$ cat config.mk
export PLATFORM = sky130hd
export DESIGN_NAME = pwm_capture
export DESIGN_NICKNAME = d
export VERILOG_FILES = /design/src/rtl/pwm_capture_pkg.sv /design/src/rtl/pwm_capture_sync_ff.sv /design/src/rtl/pwm_capture.sv
export SDC_FILE = /design/constraint.sdc
export NUM_CORES = 1
export LEC_CHECK = 0
export CORE_MARGIN = 5
export CORE_UTILIZATION = 54
export CTS_CLUSTER_SIZE = 8
export DETAILED_ROUTE_END_ITERATION = 6
export PLACE_DENSITY = 0.83
export SLEW_MARGIN = 20
export SYNTH_ARGS = -nofsm -noshare
export SYNTH_HDL_FRONTEND = slang
export SYNTH_SLANG_ARGS = --single-unit
$ cat constraint.sdc
create_clock -name clk -period 3.75 [get_ports clk]
set_clock_uncertainty 0.15 [all_clocks]
set_input_delay 0.9375 -clock clk [delete_from_list [all_inputs] [get_ports clk]]
set_output_delay 0.9375 -clock clk [all_outputs]
set_load 0.02 [all_outputs]
$ cat src/rtl/pwm_capture_pkg.sv
// Shared definitions for the PWM capture/generator pair.
package pwm_capture_pkg;
    localparam int PWM_VALUE_W = 10;
    localparam int T_LSB_W     = 12;
    localparam int DUTY_W      = PWM_VALUE_W + 1;

    // One above the largest reportable duty, so overflow stays visible.
    localparam logic [DUTY_W-1:0] DUTY_MAX = 11'd1024;

    typedef enum logic [1:0] {
        ARM     = 2'd0,
        MEASURE = 2'd1,
        LOST    = 2'd2
    } cap_state_e;

    // A zero LSB width would never wrap the prescaler, so it counts as one.
    function automatic logic [T_LSB_W-1:0] eff_t_lsb(input logic [T_LSB_W-1:0] t);
        return (t == '0) ? T_LSB_W'(1) : t;
    endfunction
endpackage

$ cat src/rtl/pwm_capture_sync_ff.sv
// Multi-flop synchronizer for one asynchronous input bit.
module sync_ff #(
    parameter int STAGES = 2
) (
    input  logic clk,
    input  logic reset_n,
    input  logic d,
    output logic q
);
    logic [STAGES-1:0] sr;

    // Shift the input through STAGES flops; the last one is the clean copy.
    always_ff @(posedge clk or negedge reset_n) begin
        if (!reset_n) sr <= '0;
        else          sr <= (sr << 1) | STAGES'(d);
    end

    assign q = sr[STAGES-1];
endmodule

$ cat src/rtl/pwm_capture.sv
// Measures PWM duty per sync frame in units of t_lsb clock cycles.
module pwm_capture
    import pwm_capture_pkg::*;
#(
    parameter int          SYNC_STAGES    = 2,
    parameter logic [23:0] TIMEOUT_CYCLES = 24'd16777215
) (
    input  logic                   clk,
    input  logic                   reset_n,
    input  logic                   sync_signal,
    input  logic                   pwm_in,
    input  logic [T_LSB_W-1:0]     t_lsb,
    output logic [PWM_VALUE_W-1:0] pwm_value,
    output logic                   value_valid,
    output logic                   saturated,
    output logic                   timeout
);
    logic               pwm_s, sync_s, sync_prev, sync_edge;
    cap_state_e         state;
    logic [T_LSB_W-1:0] t_lat, t_eff, presc, presc_nxt;
    logic [DUTY_W-1:0]  duty, duty_nxt;
    logic [23:0]        wd, wd_nxt;
    logic               wrap;

    // Equal-depth synchronizers keep pwm and sync samples cycle-aligned.
    sync_ff #(.STAGES(SYNC_STAGES)) u_sync_pwm (
        .clk(clk), .reset_n(reset_n), .d(pwm_in), .q(pwm_s)
    );
    sync_ff #(.STAGES(SYNC_STAGES)) u_sync_frame (
        .clk(clk), .reset_n(reset_n), .d(sync_signal), .q(sync_s)
    );

    assign sync_edge = sync_s & ~sync_prev;

    // Next-count values including this cycle's sample, so a wrap that lands
    // on the closing sync edge is still credited to the closing period.
    always_comb begin
        t_eff     = eff_t_lsb(t_lat);
        wrap      = pwm_s && (presc == t_eff - T_LSB_W'(1));
        presc_nxt = presc;
        duty_nxt  = duty;
        if (pwm_s) presc_nxt = wrap ? '0 : presc + T_LSB_W'(1);
        if (wrap && duty != DUTY_MAX) duty_nxt = duty + DUTY_W'(1);
        wd_nxt    = wd + 24'd1;
    end

    // Control FSM with counters and registered outputs.
    always_ff @(posedge clk or negedge reset_n) begin
        if (!reset_n) begin
            state       <= ARM;
            sync_prev   <= 1'b0;
            t_lat       <= '0;
            presc       <= '0;
            duty        <= '0;
            wd          <= '0;
            pwm_value   <= '0;
            value_valid <= 1'b0;
            saturated   <= 1'b0;
            timeout     <= 1'b0;
        end else begin
            sync_prev   <= sync_s;
            value_valid <= 1'b0;
            case (state)
                ARM, LOST: begin
                    // Partial period before the first edge is never reported.
                    if (sync_edge) begin
                        presc   <= '0;
                        duty    <= '0;
                        wd      <= '0;
                        t_lat   <= t_lsb;
                        timeout <= 1'b0;
                        state   <= MEASURE;
                    end
                end
                MEASURE: begin
                    if (sync_edge) begin
                        pwm_value   <= duty_nxt[DUTY_W-1] ? {PWM_VALUE_W{1'b1}}
                                                          : duty_nxt[PWM_VALUE_W-1:0];
                        saturated   <= duty_nxt[DUTY_W-1];
                        value_valid <= 1'b1;
                        presc       <= '0;
                        duty        <= '0;
                        wd          <= '0;
                        t_lat       <= t_lsb;
                    end else if (wd_nxt == TIMEOUT_CYCLES) begin
                        timeout <= 1'b1;
                        state   <= LOST;
                    end else begin
                        presc <= presc_nxt;
                        duty  <= duty_nxt;
                        wd    <= wd_nxt;
                    end
                end
                default: state <= ARM;
            endcase
        end
    end
endmodule

==> results of run 1 <==
-- worst paths after layout --
check	startpoint	end	slack, ns	depth (start not counted)
worst max-delay path	t_lat[11]	duty[7]	-0.04	14
worst min-delay path	u_sync_pwm.sr[0]	u_sync_pwm.sr[1]	0.20	0
worst max register to register	t_lat[11]	duty[7]	-0.04	14
worst min register to register	u_sync_pwm.sr[0]	u_sync_pwm.sr[1]	0.20	0
max in group asynchronous	reset_n	wd[9]	2.52	1
min in group asynchronous	reset_n	t_lat[10]	0.44	1
-- power groups by stage --
stage	Sequential [mW]	Combinational (mW)	Clock, mW
final	1.01	0.428	0.628
after global routing	1.03	0.470	0.678
after CTS	1.01	0.399	0.635
after detailed placement	1.03	0.391	0
after global placement	1.02	0.375	0
after floorplan	1.01	0.270	0
-- final cells by class --
| type | count | area share (%) |
|---|---|---|
| flip-flops and latches | 79 | 35.4 |
| repair buffers | 69 | 10.8 |
| multi-input cells | 387 | 46.6 |
| clock buffers | 9 | 2.22 |
| well taps | 108 | 2.42 |
| inverters | 22 | 1.48 |
| clock inverters | 7 | 1.12 |
-- stage by stage --
stage / util [%] / setup TNS, ns / std cells / setup WS (ns) / area (um2)
2_1_floorplan: - / 0 / 515 / 0.00336 / 4690
5_1_grt: 65.2 / -4.93 / 681 / -0.242 / 5580
3_5_place_dp: 60.3 / -0.449 / 651 / -0.0581 / 5160
4_1_cts: 63.2 / 0 / 673 / 0.0264 / 5400
3_3_place_gp: 60.3 / 0 / 651 / 0.00979 / 5160
6_report: 65.2 / -0.291 / 681 / -0.0427 / 5580
-- registers in the layout, summed over array words and instances (netlist names), 2 cells and up --
name,cells
t_lat,12
duty,11
presc,12
wd,24
u_sync_frame.sr,2
u_sync_pwm.sr,2
pwm_value,10
state,2
-- logic make-up after synthesis --
group | count (synthesis) | share of synthesized area [%]
multiplexers | 18 | 4.24
AND/OR/NAND/NOR | 208 | 25.2
buffers and inverters | 49 | 5.02
flip-flops | 79 | 42.4
AO/OA/AOI/OAI | 130 | 16.9
adder cells (fa/ha/maj) | 6 | 1.61
XOR/XNOR | 25 | 4.69
-- Yosys cell counts (2+ instances only) --
| master | count |
|---|---|
| a22o_1 | 3 |
| mux2i_1 | 4 |
| o21ai_0 | 12 |
| nor4b_1 | 3 |
| o2111ai_1 | 2 |
| a21o_1 | 6 |
| nand2_1 | 34 |
| o41ai_1 | 3 |
| a21boi_1 | 2 |
| nor4_1 | 6 |
| o211ai_1 | 3 |
| nor2b_1 | 3 |
| buf_6 | 3 |
| a21oi_1 | 34 |
| clkbuf_1 | 9 |
| and3_1 | 14 |
| o31a_1 | 2 |
| nor2_1 | 40 |
| dfrtp_1 | 79 |
| inv_1 | 21 |
| o21ai_1 | 29 |
| buf_4 | 4 |
| or3_1 | 16 |
| buf_2 | 10 |
| ha_1 | 6 |
| mux2_2 | 14 |
| nand3b_1 | 3 |
| nand3_1 | 24 |
| xnor2_1 | 18 |
| or4b_1 | 2 |
| nand2b_1 | 14 |
| a31oi_1 | 20 |
| o31ai_1 | 4 |
| nand4_1 | 12 |
| or4_1 | 3 |
| nand4b_1 | 4 |
| nor3_1 | 14 |
| o22ai_1 | 2 |
| and4_1 | 3 |
| and2_1 | 2 |
| xor2_1 | 7 |
-- worst register-to-register path: cells and delay by family, from the launching register on --
| family | cells | cell delay [ns] |
|---|---|---|
| AND/OR/NAND/NOR | 7 | 1.80 |
| AO/OA/AOI/OAI | 4 | 0.84 |
| flip-flops | 1 | 0.39 |
| buffers and inverters | 2 | 0.36 |
| adder cells (fa/ha/maj) | 1 | 0.19 |
-- metal layers --
layer / up-vias / wire length [um] / share of wire (%)
met5: - / 0 / 0
met4: 0 / 204 / 1.7
met3: 25 / 915 / 7.5
met2: 191 / 6060 / 50
met1: 2075 / 4980 / 41
li1: 1988 / - / -
-- repair_timing --
item                       4_1_cts  5_1_grt
cloned                           1        1
pin swaps                        7        9
setup buffers                    5        7
resized for setup                3       23
setup endpoints to repair       15       34
==> run_results.csv, run 1 <==
group,metric,value,unit
critical_path,cp_cell_sequence,"or4_4 -> nor3_4 -> nor2_2 -> ha_4 -> o21ba_4 -> a221o_1 -> a221oi_2 -> nand3_2 -> buf_6 -> nor4_4 -> buf_4 -> nand4_1 -> or3_1 -> o21ai_1",
floorplan,die-area,10600,um2
floorplan,top_level_ports,29,
route,drt_first_iter_violations,475,
global_routing,met1_usage,29.8,%
cells_and_area,antenna_cells,0,
logic_synthesis,syn_nets,537,
critical_path,cp_slowest_cell,"or4_4",
clocking,path_clk_slew,0.10,ns
global_routing,grt.total_usage,22.6,%
job,maxCapViolations,0,
timing,rsz0062_at_grt,"yes",
cells_and_area,fillers,656,
global_routing,first_global_vias,4148,
power,p_sw,0.690,mW
timing,worst_pin_slew,0.934,ns
route,wl,12.2,mm
critical_path,cp_num_buf_inv,2,
timing,hold_violations,0,
power,clkPwrFrac,30.3,%
run_status,violations,"setup timing",
clocking,clk_latency,0.36,ns
clocking,cts_buffers,9,
clocking,cts_tree,"built",
critical_path,critPathMaxFanout,5,
timing,post-route-period-util,101,%
critical_path,crit_path_end_kind,"register",
critical_path,worst_ep_arrival_time,3.95,ns
timing,fin_ws,-0.0427,ns
power,seq_power_share,49.0,%
route,dr.pass1.iters,7,
power,leakage,2.37,nW
timing,timing.fmax,264,MHz
global_routing,top_usage_layer,"met2",
power,max-vdd-ir-drop,0.244,mV
cells_and_area,final_layout_size_suffix_gt1_share,17.8,%
route,ant_nets,0,
cells_and_area,final_common_cell,"dfrtp_1",
power,totalPowerFinal,2.07,mW
critical_path,crit_required,3.90,ns
logic_synthesis,async_flop_share,100,%
run_status,outcome,"finished with violations",
logic_synthesis,ys_seq_elements,79,
clocking,h-tree-depth,3,
logic_synthesis,yosys.area.top_type_share,42.4,%
worst_hold_path,hp-class,"reg -> reg",
floorplan,row_count,34,
logic_synthesis,synthFlopType,"dfrtp_1",
timing,period_minus_slack,3.79,ns
logic_synthesis,ys_warn_count,0,
logic_synthesis,synth_area_per_cell,9.06,um2
cells_and_area,multi_input_area,2600,um2
global_routing,use_met2,37.7,%
floorplan,core,8550,um2
floorplan,initial_core_util,54.6,%
logic_synthesis,synth-edff-count,0,
critical_path,crit_type,"reg -> reg",
global_routing,grt_antenna_before_repair,0,
logic_synthesis,synthCells,515,
clocking,hold_buffers,0,
critical_path,crit_family,"simple AND/OR/NAND/NOR gates",
cells_and_area,layout_common_cells,"dfrtp_1 (79), nor2_1 (39), buf_4 (38), nand2_1 (33), a21oi_1 (33)",
floorplan,fp.dieW,103,um
logic_synthesis,synth_cell_types,62,
clocking,root_buffer,"clkbuf_8",
timing,setup_viol,20,
clocking,clock_sinks,79,
placement,gp_congestion,0.921,
global_routing,grt_pass1_wl,19.3,mm
logic_synthesis,syn-cell-area,4660,um2
critical_path,crit_path_start_kind,"register",
cells_and_area,syn_to_final_growth,19.6,%
logic_synthesis,yosys-top-cells-area,"dfrtp_1 (42%), a21oi_1 (3.6%), mux2_2 (3.4%)",
placement,io_buffers,28,
power,p_comb_share,20.7,%
route,via_count,4279,
power,switching_share,33.3,%
global_routing,grt_max_degree,80,
floorplan,die_y,103,um
cells_and_area,regArea,1980,um2
power,powerDensity,371,nW/um2
clocking,clk_path_buf_depth,2,
critical_path,critPathMaxStageDelay,0.56,ns
logic_synthesis,yosys.area.top_type,"dfrtp_1",
timing,slew_headroom,37.5,%
timing,maxSlewViolCount,0,
global_routing,overflow,0,
route,drc_errors,0,
timing,holdWs,0.203,ns
placement,hpwlAfterDp,7.65,mm
route,wl_per_cell,17.9,um
route,avgViaCountPerCell,6.28,
cells_and_area,nets,590,
global_routing,met3_usage,4.94,%
power,p_int,1.38,mW
logic_synthesis,seq_area_frac_synth,42.4,%
No activity file was read; power rests on OpenSTA's default activity.
==> run 2: changes to the inputs <==
- CORE_UTILIZATION: 54 -> 45
- PLACE_DENSITY: 0.83 -> 0.73
==> run_results.csv, run 2 (same netlist as run 1, synthesis figures left out) <==
group,metric,value,unit
timing,fin_ws,0.0159,ns
cells_and_area,reg.largest.list,"wd x24, presc x12, t_lat x12",
power,leakage,2.40,nW
critical_path,cp_slowest_cell,"or4_4",
global_routing,overflow,0,
power,clkPwrFrac,28.9,%
cells_and_area,largest-register,"wd",
route,avgViaCountPerCell,5.90,
clocking,cts_tree,"built",
route,ant_nets,0,
critical_path,critPathMaxFanout,10,
placement,hpwlAfterDp,7.73,mm
timing,setup_viol,0,
floorplan,row_count,37,
critical_path,worst_ep_arrival_time,3.84,ns
cells_and_area,fillers,914,
critical_path,cp-startpoint,"t_lat[10]",
critical_path,crit_type,"reg -> reg",
timing,rsz0062_at_grt,"yes",
clocking,cts_buffers,9,
power,p_sw,0.653,mW
worst_hold_path,hp-class,"reg -> reg",
critical_path,cp_cell_sequence,"or4_4 -> nor3_4 -> nor2_1 -> ha_2 -> o21ba_4 -> a221o_1 -> a221oi_2 -> nand3_2 -> or3_4 -> nor3_4 -> mux2i_2 -> buf_6 -> a31oi_1",
worst_hold_path,worstHoldStart,"u_sync_frame.sr[0]",
clocking,clk_path_buf_depth,2,
cells_and_area,instances_no_fill,706,
floorplan,die_y,112,um
global_routing,first_global_vias,4045,
floorplan,die-area,12500,um2
cells_and_area,regArea,1980,um2
cells_and_area,final_core_util,54.9,%
timing,timing.fmax,268,MHz
cells_and_area,layout_common_cells,"dfrtp_1 (79), nand2_1 (34), a21oi_1 (34), nor2_1 (33), buf_4 (31)",
floorplan,top_level_ports,29,
placement,pre_cts_ws,-0.0728,ns
run_status,outcome,"finished, final reports clean",
job,maxCapViolations,0,
cells_and_area,antenna_cells,0,
critical_path,cp_common_cell,"nor3_4",
route,dr.pass1.iters,4,
route,wl_per_cell,16.3,um
cells_and_area,nets,587,
critical_path,crit_required,3.86,ns
cells_and_area,syn_to_final_growth,20.4,%
global_routing,grt_max_degree,80,
clocking,hold_buffers,0,
timing,hold_violations,0,
power,max-vdd-ir-drop,0.159,mV
timing,post-route-period-util,99.6,%
power,totalPowerFinal,2.04,mW
timing,period_minus_slack,3.73,ns
global_routing,grt.total_usage,18.4,%
cells_and_area,multi_input_area,2610,um2
floorplan,core,10200,um2
timing,holdWs,0.197,ns
power,powerDensity,363,nW/um2
timing,worst_pin_slew,1.10,ns
route,via_count,4166,
critical_path,r2r_start,"t_lat[10]",
placement,dp.cells,681,
cells_and_area,largest_register_ffs,24,
critical_path,crit_path_start_kind,"register",
timing,slew_headroom,26.1,%
floorplan,initial_core_util,45.6,%
route,drt_first_iter_violations,319,
cells_and_area,final_layout_size_suffix_gt1_share,18.2,%
timing,maxSlewViolCount,0,
power,p_comb_share,21.1,%
power,p_int,1.38,mW
critical_path,crit_path_end_kind,"register",
clocking,clock_sinks,79,
clocking,clk_latency,0.37,ns
global_routing,grt_antenna_before_repair,0,
placement,io_buffers,28,
clocking,path_clk_slew,0.09,ns
power,seq_power_share,50.0,%
clocking,root_buffer,"clkbuf_8",
critical_path,critPathMaxStageDelay,0.56,ns
global_routing,grt_pass1_wl,19.2,mm
cells_and_area,final_common_cell,"dfrtp_1",
placement,gp_congestion,0.875,
floorplan,fp.dieW,112,um
route,wl,11.5,mm
route,drc_errors,0,
clocking,h-tree-depth,3,
power,switching_share,32.1,%
-- run 2: cell count changes in the layout (fill, tap and decap cells not counted), sizes merged --
| cell | delta |
|---|---|
| inv | -6 |
| clkinv | +3 |
| clkinvlp | +1 |
| clkbuf | +2 |
| buf | -3 |
-- run 2: layer usage --
metal | wire length [um] | vias up | part of all wire, % | GRT usage (%)
li1 | - | 1982 | - | -
met1 | 5110 | 2030 | 45 | 24.6
met2 | 5620 | 132 | 49 | 29.7
met3 | 546 | 22 | 4.8 | 3.70
met4 | 202 | 0 | 1.8 | 6.73
met5 | 0 | - | 0 | 0
-- run 2: stage by stage --
step                cell area [um2]  setup TNS [ns]
floorplan                      4690               0
global placement               5220        -0.00772
detailed placement             5220          -0.606
CTS                            5430               0
global route                   5610           -2.63
finish                         5610               0
-- run 2: cell type report --
cell class,instances,area share [%]
multi-input cells,387,46.6
flip-flops and latches,79,35.2
repair buffers,66,10.6
well taps,136,3.03
clock buffers,11,2.52
inverters,22,1.47
clock inverters,5,0.602
-- run 2: power groups by stage --
stage,registers [mW],clock network (mW),logic [mW]
6_report,1.02,0.588,0.430
5_1_grt,1.03,0.640,0.474
4_1_cts,1.01,0.599,0.397
3_5_place_dp,1.03,0,0.393
3_3_place_gp,1.02,0,0.380
2_1_floorplan,1.01,0,0.270
-- run 2: critical path: cells and delay by family (launching register included) --
kind,cells,cell delay (ns)
adders and majority gates,1,0.21
buffers and inverters,1,0.17
and+or+nand+nor,6,1.56
muxes,1,0.26
AOI/OAI and AO/OA,4,0.88
DFF,1,0.39
-- run 2: final timing paths --
path | slack [ns] | to | cells past startpoint
worst min-delay path | 0.20 | u_sync_frame.sr[1] | 0
max in group asynchronous | 2.53 | u_sync_frame.sr[0] | 1
worst max register to register | 0.02 | pwm_value[2] | 13
worst min register to register | 0.20 | u_sync_frame.sr[1] | 0
min in group asynchronous | 0.46 | t_lat[2] | 1
worst max-delay path | 0.02 | pwm_value[2] | 13
-- run 2: what timing repair did --
item | 4_1_cts | 5_1_grt
cloned | 0 | 2
endpoints found under the setup margin | 11 | 34
resized for setup | 2 | 33
pin swaps | 2 | 18
setup buffers | 3 | 5
==> run 3: changes to the inputs <==
--- a/config.mk
+++ b/config.mk
@@ -6,4 +6,5 @@
 export NUM_CORES = 1
 export LEC_CHECK = 0
+export ABC_AREA = 1
 export CORE_MARGIN = 5
 export CORE_UTILIZATION = 45
--- a/constraint.sdc
+++ b/constraint.sdc
@@ -3,3 +3,3 @@
 set_input_delay 0.9375 -clock clk [delete_from_list [all_inputs] [get_ports clk]]
 set_output_delay 0.9375 -clock clk [all_outputs]
-set_load 0.02 [all_outputs]
+set_load 0.05 [all_outputs]
==> run_results.csv, run 3 <==
group,metric,value,unit
placement,place_area,5120,um2
cells_and_area,final_common_cell,"nand2_1",
critical_path,crit_type,"reg -> reg",
logic_synthesis,async_flop_share,100,%
critical_path,cp-startpoint,"t_lat[9]",
floorplan,core,10300,um2
timing,timing.fmax,302,MHz
route,avgViaCountPerCell,5.13,
placement,hpwlAfterDp,7.82,mm
cells_and_area,largest-register,"wd",
floorplan,row_count,37,
logic_synthesis,yosys-top-cells-count,"nand2_1 (180), nor2_1 (99), dfrtp_1 (79), inv_1 (69), nand3_1 (36)",
route,dr.pass1.iters,5,
cells_and_area,antenna_cells,0,
cells_and_area,final_layout_size_suffix_gt1_share,5.74,%
clocking,clk_path_buf_depth,2,
worst_hold_path,hp-class,"reg -> reg",
logic_synthesis,ys_seq_elements,79,
route,via_count,4189,
power,powerDensity,387,nW/um2
job,maxCapViolations,0,
cells_and_area,largest_register_ffs,24,
global_routing,overflow,0,
power,totalPowerFinal,2.06,mW
run_status,outcome,"finished, final reports clean",
floorplan,top_level_ports,29,
logic_synthesis,synthCells,650,
logic_synthesis,yosys.area.top_type,"dfrtp_1",
clocking,cts_resized,0,
timing,post-route-period-util,88.4,%
global_routing,first_global_vias,4090,
placement,gp_congestion,0.931,
clocking,clk_latency,0.36,ns
global_routing,grt.total_usage,17.7,%
timing,setup_viol,0,
global_routing,grt_pass1_wl,18.7,mm
timing,rsz0062_at_grt,"no",
route,wl_per_cell,13.1,um
clocking,root_buffer,"clkbuf_8",
logic_synthesis,yosys-top-cells-area,"dfrtp_1 (42%), nand2_1 (14%), nor2_1 (7.9%)",
timing,maxSlewViolCount,0,
logic_synthesis,synth_area_per_cell,7.28,um2
timing,worst_pin_slew,0.723,ns
route,drc_errors,0,
cells_and_area,nets,698,
logic_synthesis,synthFlopType,"dfrtp_1",
clocking,h-tree-depth,3,
critical_path,crit_path_end_kind,"register",
logic_synthesis,syn_nets,672,
route,ant_nets,0,
timing,slew_headroom,51.8,%
logic_synthesis,yosysMostFrequentCell,"nand2_1",
cells_and_area,syn_to_final_growth,12.8,%
critical_path,crit_required,3.83,ns
logic_synthesis,ys_warn_count,0,
power,leakage,2.42,nW
critical_path,worst_ep_arrival_time,3.39,ns
critical_path,crit_path_start_kind,"register",
cells_and_area,fin_area,5340,um2
floorplan,initial_core_util,46.1,%
clocking,path_clk_slew,0.09,ns
clocking,clock_sinks,79,
global_routing,grt_antenna_before_repair,0,
floorplan,die-area,12700,um2
timing,hold_violations,0,
placement,io_buffers,28,
timing,holdWs,0.208,ns
logic_synthesis,syn-cell-area,4730,um2
clocking,hold_buffers,0,
route,wl,10.7,mm
clocking,cts_tree,"built",
worst_hold_path,worstHoldStart,"u_sync_pwm.sr[0]",
floorplan,die_y,113,um
timing,period_minus_slack,3.31,ns
critical_path,r2r_start,"t_lat[9]",
logic_synthesis,synth-edff-count,0,
power,max-vdd-ir-drop,0.242,mV
cells_and_area,reg.largest.list,"wd x24, presc x12, t_lat x12",
logic_synthesis,seq_area_frac_synth,41.8,%
logic_synthesis,yosys.area.top_type_share,41.8,%
clocking,cts_buffers,9,
critical_path,critPathMaxFanout,12,
clocking,cts_setup_buffers,0,
cells_and_area,layout_common_cells,"nand2_1 (180), nor2_1 (99), dfrtp_1 (79), inv_1 (69), nand3_1 (36)",
timing,fin_tns_setup,0,ns
global_routing,grt_max_degree,80,
floorplan,fp.dieW,113,um
route,drt_first_iter_violations,248,
logic_synthesis,synth_cell_types,35,
==> run 3: cell families after synthesis <==
kind of cell | count (synthesis) | synth area share, %
mux | 4 | 0.952
compound gates | 63 | 6.87
fa+ha+maj | 6 | 1.59
flops | 79 | 41.8
simple gates | 378 | 34.9
buf+inv | 88 | 7.72
xor+xnor | 32 | 6.21
==> run 3: report_power, final <==
part / total [mW] / internal [mW] / switching, mW / leakage, nW
Combinational: 0.373 / 0.138 / 0.235 / 1.29
Sequential: 0.987 / 0.920 / 0.0675 / 1.02
Clock: 0.705 / 0.390 / 0.314 / 0.109
Total: 2.06 / 1.45 / 0.616 / 2.42
==> run 3: routing by layer <==
metal	track usage [%]	wire (um)	vias up
li1	-	-	2132
met1	23.0	4990	1968
met2	29.5	5150	75
met3	4.64	439	14
met4	4.57	151	0
met5	0	0	-
==> run 3: stage by stage <==
| stage | worst slack (ns) | instances | util [%] |
|---|---|---|---|
| after CTS | 0.511 | 816 | 51.9 |
| after floorplan | 1.00 | 650 | - |
| final | 0.437 | 816 | 51.9 |
| after global placement | 0.635 | 801 | 49.8 |
| after global routing | 0.0228 | 816 | 51.9 |
| after detailed placement | 0.507 | 801 | 49.8 |
==> run 3: cell type report <==
cell class | instances | area, um2
timing repair buffer | 33 | 319
multi-input combinational | 483 | 2390
clock buffer | 10 | 138
fill | 976 | 4940
sequential | 79 | 1980
tap | 136 | 170
clock inverter | 5 | 81.3
inverter | 70 | 263
==> run 3: final timing paths <==
check	slack, ns	depth (start not counted)	endpoint
setup / recovery	0.44	22	presc[11]
max in group asynchronous	2.50	1	pwm_value[6]
hold reg to reg	0.21	0	u_sync_pwm.sr[1]
setup reg to reg	0.44	22	presc[11]
hold / removal	0.21	0	u_sync_pwm.sr[1]
min in group asynchronous	0.45	1	wd[19]
==> run 3: critical path: stages (launching register included) <==
cell and delay (ns):
dfrtp_1 0.43, nor2_1 0.24, nand2_1 0.08, nor2_1 0.09, nand2_1 0.11, nand2_1 0.08
inv_1 0.05, ha_1 0.25, nand2_1 0.13, nand2_1 0.09, nand2_1 0.07, nand2_1 0.05
nand2_1 0.08, nand2_1 0.06, nor2_1 0.10, nand2_1 0.06, nor2_1 0.08, nand3_1 0.09
nor2_2 0.13, buf_4 0.20, nand2_1 0.28, nand3b_1 0.20, o21ai_0 0.10
